===== src/rtl/eeg_sample_conditioner.sv =====
// EEG front-end conditioner: 4-sample moving average scaled to 8 bits, with
// jump-based artifact detection and a fixed-length blanking period.
module eeg_sample_conditioner #(
  parameter logic [9:0] JUMP_THR  = 10'd200,
  parameter int         BLANK_LEN = 16
) (
  input  logic       clk,
  input  logic       reset,
  input  logic [9:0] raw_sample,
  input  logic       raw_valid,
  output logic [7:0] eeg_signal,
  output logic       eeg_valid,
  output logic       artifact
);

  localparam int BW = $clog2(BLANK_LEN + 1);

  typedef enum logic [1:0] {S_FILL, S_RUN, S_BLANK} state_t;

  state_t          r_state, w_state_next;
  logic [9:0]      r_window [0:3];
  logic [9:0]      w_shift_in [0:3];
  logic [1:0]      r_fill_cnt, w_fill_cnt_next;
  logic [BW-1:0]   r_blank_cnt, w_blank_cnt_next;
  logic [9:0]      r_last;
  logic [7:0]      r_eeg_signal, w_eeg_signal_next;
  logic            r_eeg_valid, w_eeg_valid_next;
  logic            r_artifact, w_artifact_next;
  logic            w_shift, w_clear, w_load_last;
  logic [11:0]     w_sum;
  logic [9:0]      w_diff;
  logic            w_jump;

  // Sum of the window as it will be after the incoming sample is shifted in.
  assign w_sum  = {2'b00, raw_sample} + {2'b00, r_window[0]}
                + {2'b00, r_window[1]} + {2'b00, r_window[2]};
  assign w_diff = (raw_sample >= r_last) ? (raw_sample - r_last) : (r_last - raw_sample);
  assign w_jump = (w_diff > JUMP_THR);

  always_ff @(posedge clk or posedge reset) begin
    if (reset) r_state <= S_FILL;
    else       r_state <= w_state_next;
  end

  always_comb begin
    w_state_next      = r_state;
    w_fill_cnt_next   = r_fill_cnt;
    w_blank_cnt_next  = r_blank_cnt;
    w_shift           = 1'b0;
    w_clear           = 1'b0;
    w_load_last       = 1'b0;
    w_eeg_valid_next  = 1'b0;
    w_eeg_signal_next = r_eeg_signal;
    w_artifact_next   = r_artifact;
    if (raw_valid) begin
      case (r_state)
        S_FILL: begin
          w_shift     = 1'b1;
          w_load_last = 1'b1;
          if (r_fill_cnt == 2'd3) begin
            w_fill_cnt_next   = 2'd0;
            w_eeg_valid_next  = 1'b1;
            w_eeg_signal_next = 8'(w_sum >> 4);
            w_state_next      = S_RUN;
          end else begin
            w_fill_cnt_next = r_fill_cnt + 2'd1;
          end
        end
        S_RUN: begin
          w_eeg_valid_next = 1'b1;
          if (w_jump) begin
            // The offending sample is discarded sample number one.
            if (BLANK_LEN <= 1) begin
              w_clear          = 1'b1;
              w_fill_cnt_next  = 2'd0;
              w_blank_cnt_next = '0;
              w_state_next     = S_FILL;
            end else begin
              w_artifact_next  = 1'b1;
              w_blank_cnt_next = BW'(1);
              w_state_next     = S_BLANK;
            end
          end else begin
            w_shift           = 1'b1;
            w_load_last       = 1'b1;
            w_eeg_signal_next = 8'(w_sum >> 4);
          end
        end
        S_BLANK: begin
          w_eeg_valid_next = 1'b1;
          if (r_blank_cnt == BW'(BLANK_LEN - 1)) begin
            w_clear          = 1'b1;
            w_fill_cnt_next  = 2'd0;
            w_blank_cnt_next = '0;
            w_artifact_next  = 1'b0;
            w_state_next     = S_FILL;
          end else begin
            w_blank_cnt_next = r_blank_cnt + BW'(1);
          end
        end
        default: w_state_next = S_FILL;
      endcase
    end
  end

  genvar gi;
  generate
    for (gi = 0; gi < 4; gi++) begin : g_window
      if (gi == 0) begin : g_head
        assign w_shift_in[gi] = raw_sample;
      end else begin : g_tail
        assign w_shift_in[gi] = r_window[gi-1];
      end

      always_ff @(posedge clk or posedge reset) begin
        if (reset)        r_window[gi] <= 10'd0;
        else if (w_clear) r_window[gi] <= 10'd0;
        else if (w_shift) r_window[gi] <= w_shift_in[gi];
      end
    end
  endgenerate

  always_ff @(posedge clk or posedge reset) begin
    if (reset) begin
      r_fill_cnt   <= 2'd0;
      r_blank_cnt  <= '0;
      r_last       <= 10'd0;
      r_eeg_signal <= 8'd0;
      r_eeg_valid  <= 1'b0;
      r_artifact   <= 1'b0;
    end else begin
      r_fill_cnt   <= w_fill_cnt_next;
      r_blank_cnt  <= w_blank_cnt_next;
      r_eeg_signal <= w_eeg_signal_next;
      r_eeg_valid  <= w_eeg_valid_next;
      r_artifact   <= w_artifact_next;
      if (w_load_last) r_last <= raw_sample;
    end
  end

  assign eeg_signal = r_eeg_signal;
  assign eeg_valid  = r_eeg_valid;
  assign artifact   = r_artifact;

endmodule


===== config.mk =====
export PLATFORM = sky130hd
export DESIGN_NAME = eeg_sample_conditioner
export DESIGN_NICKNAME = d
export VERILOG_FILES = /design/src/rtl/eeg_sample_conditioner.sv
export SDC_FILE = /design/constraint.sdc
export NUM_CORES = 1
export LEC_CHECK = 0
export CELL_PAD_IN_SITES_DETAIL_PLACEMENT = 2
export CELL_PAD_IN_SITES_GLOBAL_PLACEMENT = 2
export CORE_UTILIZATION = 44
export DETAILED_ROUTE_END_ITERATION = 16
export PLACE_DENSITY_LB_ADDON = 0.1
export SLEW_MARGIN = 20
export SYNTH_ARGS = -nofsm -noshare
export SYNTH_HDL_FRONTEND = slang
export SYNTH_SLANG_ARGS = --single-unit

===== constraint.sdc =====
create_clock -name clk -period 8.9 [get_ports clk]
set_clock_uncertainty 0.1 [all_clocks]
set_input_delay 1.335 -clock clk [delete_from_list [all_inputs] [get_ports clk]]
set_output_delay 1.335 -clock clk [all_outputs]
set_load 0.01 [all_outputs]

-- Word-level counts from Yosys, hierarchy flattened
Index checks and enable logic that the tools add are counted.
- latch bits: 0
- input bits: 13
- logic and storage cells: 69
- output and inout bits: 10
- ROM bits: 0
- RAM bits: 0
- memories: 0
- flip-flop bits (word level): 59
- $add $sub $neg: 7
- divide/modulo/power cells: 0
- multiplexer cells: 31
- bitwise operators: 0
- equality and inequality tests: 8
- multipliers: 0
- shifts and indexed selects: 0
- reductions and logical operators: 11
- magnitude comparators: 2
- operator list (cell ; number):
    10-bit two-way mux ; 7
    10-bit subtractor ; 2
    8-bit two-way mux ; 2
    8-bit case mux with 2 select lines ; 1
    11-bit by 10-bit adder with 12-bit output ; 1
    12-bit by 10-bit adder with 12-bit output ; 1
    4-bit AND reduction ; 3
    10-bit by 10-bit adder with 11-bit output ; 1
    10-bit greater-or-equal comparator ; 1
    10-bit by 8-bit > comparator with 1-bit output, second input constant ; 1
    5-bit two-way mux ; 2
    5-bit case mux with 2 select lines ; 1
    1-bit two-way mux ; 9
    2-bit two-way mux ; 4
    2-bit != test, second input constant ; 4
    2-bit nonzero test ; 4
    1-bit case mux with 2 select lines ; 3
    2-bit case mux with 3 select lines ; 1
    3-bit AND reduction ; 2
    5-bit by 1-bit adder with 5-bit output, second input constant ; 1
    5-bit by 4-bit equality test with 1-bit output, second input constant ; 1
    2-bit equality test, second input constant ; 2
    2-bit case mux with 2 select lines ; 1
    2-bit by 1-bit adder with 2-bit output, second input constant ; 1
    3 further kinds ; 3

-- Depth between registers and ports, before layout
- depth in word-level cells: 8
- mapped depth: 14

-- Least setup slack after synthesis
No wires, ideal clock.
- kind: input to register
- start: input raw_sample[2]
- end: register r_eeg_signal[6] (netlist: eeg_signal[6])
- setup slack: 4.332 ns
- buffers on the path: 0
- data arrival time: 4.343 ns
- data required time: 8.675 ns
- cell stages on the path: 12
- path through: fa_1 > fa_1 > ha_1 > and4b_1 > o211ai_1 > a21oi_1 > a2111oi_0 > o21bai_1 > and2_1 > nor2_1 > xnor2_1 > mux2_2
- word-level cells in the longest chain between the ends: 5
- ends and longest elaborated chain (element ; RTL line ; RTL):
    from (decl) ; 9 ; input logic [9:0] raw_sample,
    10-bit by 10-bit adder with 11-bit output, or another cell as far along ; 35 ; assign w_sum = {2'b00, raw_sample} + {2'b00, r_window[0]}
    11-bit by 10-bit adder with 12-bit output / 10-bit two-way mux (equally long branches) ; 36, 37 ;
    12-bit by 10-bit adder with 12-bit output / 10-bit by 8-bit > comparator with 1-bit output (equally long branches) ; 36, 38 ;
    8-bit two-way mux, or another cell as far along ; 71 ; if (w_jump) begin
    8-bit case mux with 2 select lines / 4-bit AND reduction (equally long branches) ; n/a ;
    to (signal assigned) ; 134 ; r_eeg_signal <= w_eeg_signal_next;
    to (decl) ; 26 ; logic [7:0] r_eeg_signal, w_eeg_signal_next;
Parallel ways exist; a longest one is shown, timed or not. The select of a mux whose other input is x is not followed.
A chain may end at the register's enable or synchronous reset.

-- Worst setup path in the final report
Ends and elaborated chain as after synthesis.

==> impl_results.md <==
* Die H at 100 um
* Synth Register Bits at 59
* Slew of the pin with the lowest slew margin at 0.983 ns
* PD cells at roughly 450 nW/um^2
* Final Power at 2.14 mW
* Final Setup Violations at 0
* Gr usage total at between 20 and 25%
* Max incr delay on CP at 0.87 ns
* Number of remaining DRC errors at 0
* GPL Wtd Cong at 0.738
* Max cap viols at 0
* Clk root buf: clkbuf_8
* Max clock buf depth at 2
* Area leader, netlist: dfrtp_1
* Sequential area share after synthesis at a little over a third
* Area contributors post-synth: dfrtp_1 35%, ha_1 10%, fa_1 9.9%
* Via Count at between 3000 and 4000
* Number of flops mapped to enable cells by yosys at 0
* Row count at 35
* Gate Count Post-Synth at ~380
* Initial antenna violation count at 0
* Crit path required time at 9.04 ns
* WP buf/inv at 1
* Critical-path maximum fanout at 4
* Final wirelength at ~11000 um
* Slowest-stage cell, CP: a2111oi_0
* CP Launch Type: primary input
* Initial Util at between 40% and 50%
* Synthesized area at between 4000 and 5000 um^2
* Core area at ~9300 um^2
* Worst Hold Class: register to register
* Normalized max-slew margin at approximately a third
* ANT cells at 0
* Sink Count at between 50 and 60
* Nets at between 400 and 500
* Initial drt markers at 87
* Hold Fails Final Rpt at 0
* Final period util at 60.1%
* Critical path class: primary input to register
* Critical path arrival at roughly 5.5 ns
* Final min period at approximately 5.3 ns
* Aggregate negative setup slack at 0 ns
* WL/cell at 21.0 um
* Crit-path cells: clkdlybuf4s50_1 > fa_1 > fa_1 > ha_1 > and4b_1 > o211ai_1 > a21oi_1 > a2111oi_0 > o21bai_1 > and2_1 > nor2_1 > xnor2_1 > mux2_2
* Fmax at 0.187 GHz
* H-tree lvl count at 3
* Area Growth Syn to Fin at 11.2%
* Largest net degree at the start of global routing at 60
* Yosys synthesis warning count at 0
* Commonest non-fill, non-tap cells in the layout: 59 x dfrtp_1, 34 x inv_1, 34 x ha_1
* Post-Syn Nets at 444
* First-pass GRT wire length at roughly 19000 um
* Worst path most repeated cell: fa_1
* Worst hold slack at around 0.39 ns
* CTS tree: done
* Top delay family on crit path: compound AO/OA/AOI/OAI gates
* Dpl ws at 3.15 ns
* Post-DP HPWL at between 8000 and 9000 um
* Setup Fix Bufs, Post-CTS at 0
* IO buf count at 22
* Post-cts resize count at 0
* Cell variety after synth at 64
* Top-area cell type share of the netlist area at 34.8%
* Vias in the first global route at around 3600
* Die ar. at 10000 um^2
* Hold Buf Count CTS at 0
* Cts bufs inserted at 9
* Placed cell area at ~4500 um^2
* Total gr overflow at 0
* Most common cell after layout, fill and taps aside: dfrtp_1
* ANT nets after route at 0
* Final instance area at approximately 4700 um^2
* Worst-path clk slew at 0.08 ns
* Lkg Pwr at between 2 and 2.5 nW
* Async S/R FF share, synth at between 90% and 100%
* Syn avg cell area at about 11 um^2
* RSZ-0062 raised after global routing: no
* Crit end category: register
* Status: finished clean
* Final worst setup slack at between 3 and 4 ns
* Main flop type after synthesis: dfrtp_1
* Die width at 100 um
* IO Count at 23
* Pins Over Slew Limit at 0
* Via/cell ratio at ~5.7
* Drt pass-1 iters at 4
* Peak VDD IR at roughly 0.00026 V
* Latest clock arrival within the worst-skew pair at roughly 0.35 ns
* Share of cells above drive strength 1 at a little under an eighth
-- sequential cells by signal (all words and copies together), names as in the netlist --
register / cells
artifact: 1
eeg_signal: 8
eeg_valid: 1
r_blank_cnt: 5
r_fill_cnt: 2
r_last: 10
r_state: 2
r_window: 30
-- final timing paths --
check                          startpoint             end  slack [ns]  cells after the start
setup / recovery            raw_sample[2]   eeg_signal[6]        3.55                     13
hold / removal             r_blank_cnt[4]  r_blank_cnt[4]        0.39                      1
setup reg to reg             r_window[12]   eeg_signal[6]        4.72                     12
hold reg to reg            r_blank_cnt[4]  r_blank_cnt[4]        0.39                      1
max in group asynchronous           reset       r_last[5]        6.71                      3
min in group asynchronous           reset   eeg_signal[6]        1.45                      3
-- kinds of logic (layout without fill, tap and decap cells) --
| kind of cell | count (synthesis) | count (layout) | share of synthesized area [%] |
|---|---|---|---|
| simple gates | 74 | 74 | 10.2 |
| mux | 19 | 19 | 4.83 |
| flops | 59 | 59 | 34.8 |
| compound gates | 105 | 105 | 20.8 |
| buf+inv | 50 | 76 | 6.57 |
| fa+ha+maj | 55 | 55 | 19.9 |
| xor+xnor | 14 | 14 | 2.89 |
-- per-layer routing --
metal	global-route usage, %	wire (um)	vias to the layer above
li1	-	-	1394
met1	28.3	4770	1574
met5	0	0	-
met3	3.55	234	17
met2	45.1	6000	39
met4	7.69	178	0
-- report_power, final --
group	leakage (nW)	internal [mW]	switching, mW
Combinational	1.37	0.627	0.750
Clock	0.106	0.146	0.124
Sequential	0.728	0.389	0.105
Total	2.20	1.16	0.979
-- cell type report --
type	instances	area, um^2
Clock inverter	5	60.1
Clock buffer	11	151
Tap cell	129	161
Multi-Input combinational cell	267	2490
Inverter	35	131
Fill cell	928	4560
Sequential cell	59	1480
Timing Repair Buffer	25	250
-- worst register-to-register path, stage by stage, from the launching register on --
cell and delay (ns):
dfrtp_1 0.40, fa_1 0.54, fa_1 0.44, ha_1 0.30, and4b_1 0.22, o211ai_1 0.25, a21oi_1 0.11, a2111oi_0 0.87
o21bai_1 0.16, and2_1 0.23, nor2_1 0.12, xnor2_1 0.07, mux2_2 0.26
-- cells in the mapped netlist, types with 2 or more instances --
cell type	count
a2111oi_0	2
a21o_1	6
a21oi_1	10
a21oi_4	2
a22o_1	30
a311oi_1	2
a31oi_1	5
a31oi_4	2
and2_1	2
and3_1	4
and3_4	2
and4b_1	2
buf_6	12
clkbuf_1	2
dfrtp_1	59
fa_1	21
ha_1	34
inv_1	35
mux2_2	8
mux2i_1	10
nand2_1	14
nand2b_1	2
nand3_1	7
nand3b_1	3
nand4_1	2
nor2_1	14
nor2b_1	6
nor3_1	7
o211ai_1	2
o21a_1	6
o21ai_0	15
o21ai_1	2
o21bai_1	2
o311a_1	2
xnor2_1	7
xor2_1	7
-- metrics by stage --
stage	instances	utilization [%]
finish	531	50.8
global route	531	50.8
CTS	531	50.8
detailed placement	515	48.6
global placement	513	48.3
floorplan	376	-
Power figures use the tool's default switching activity.
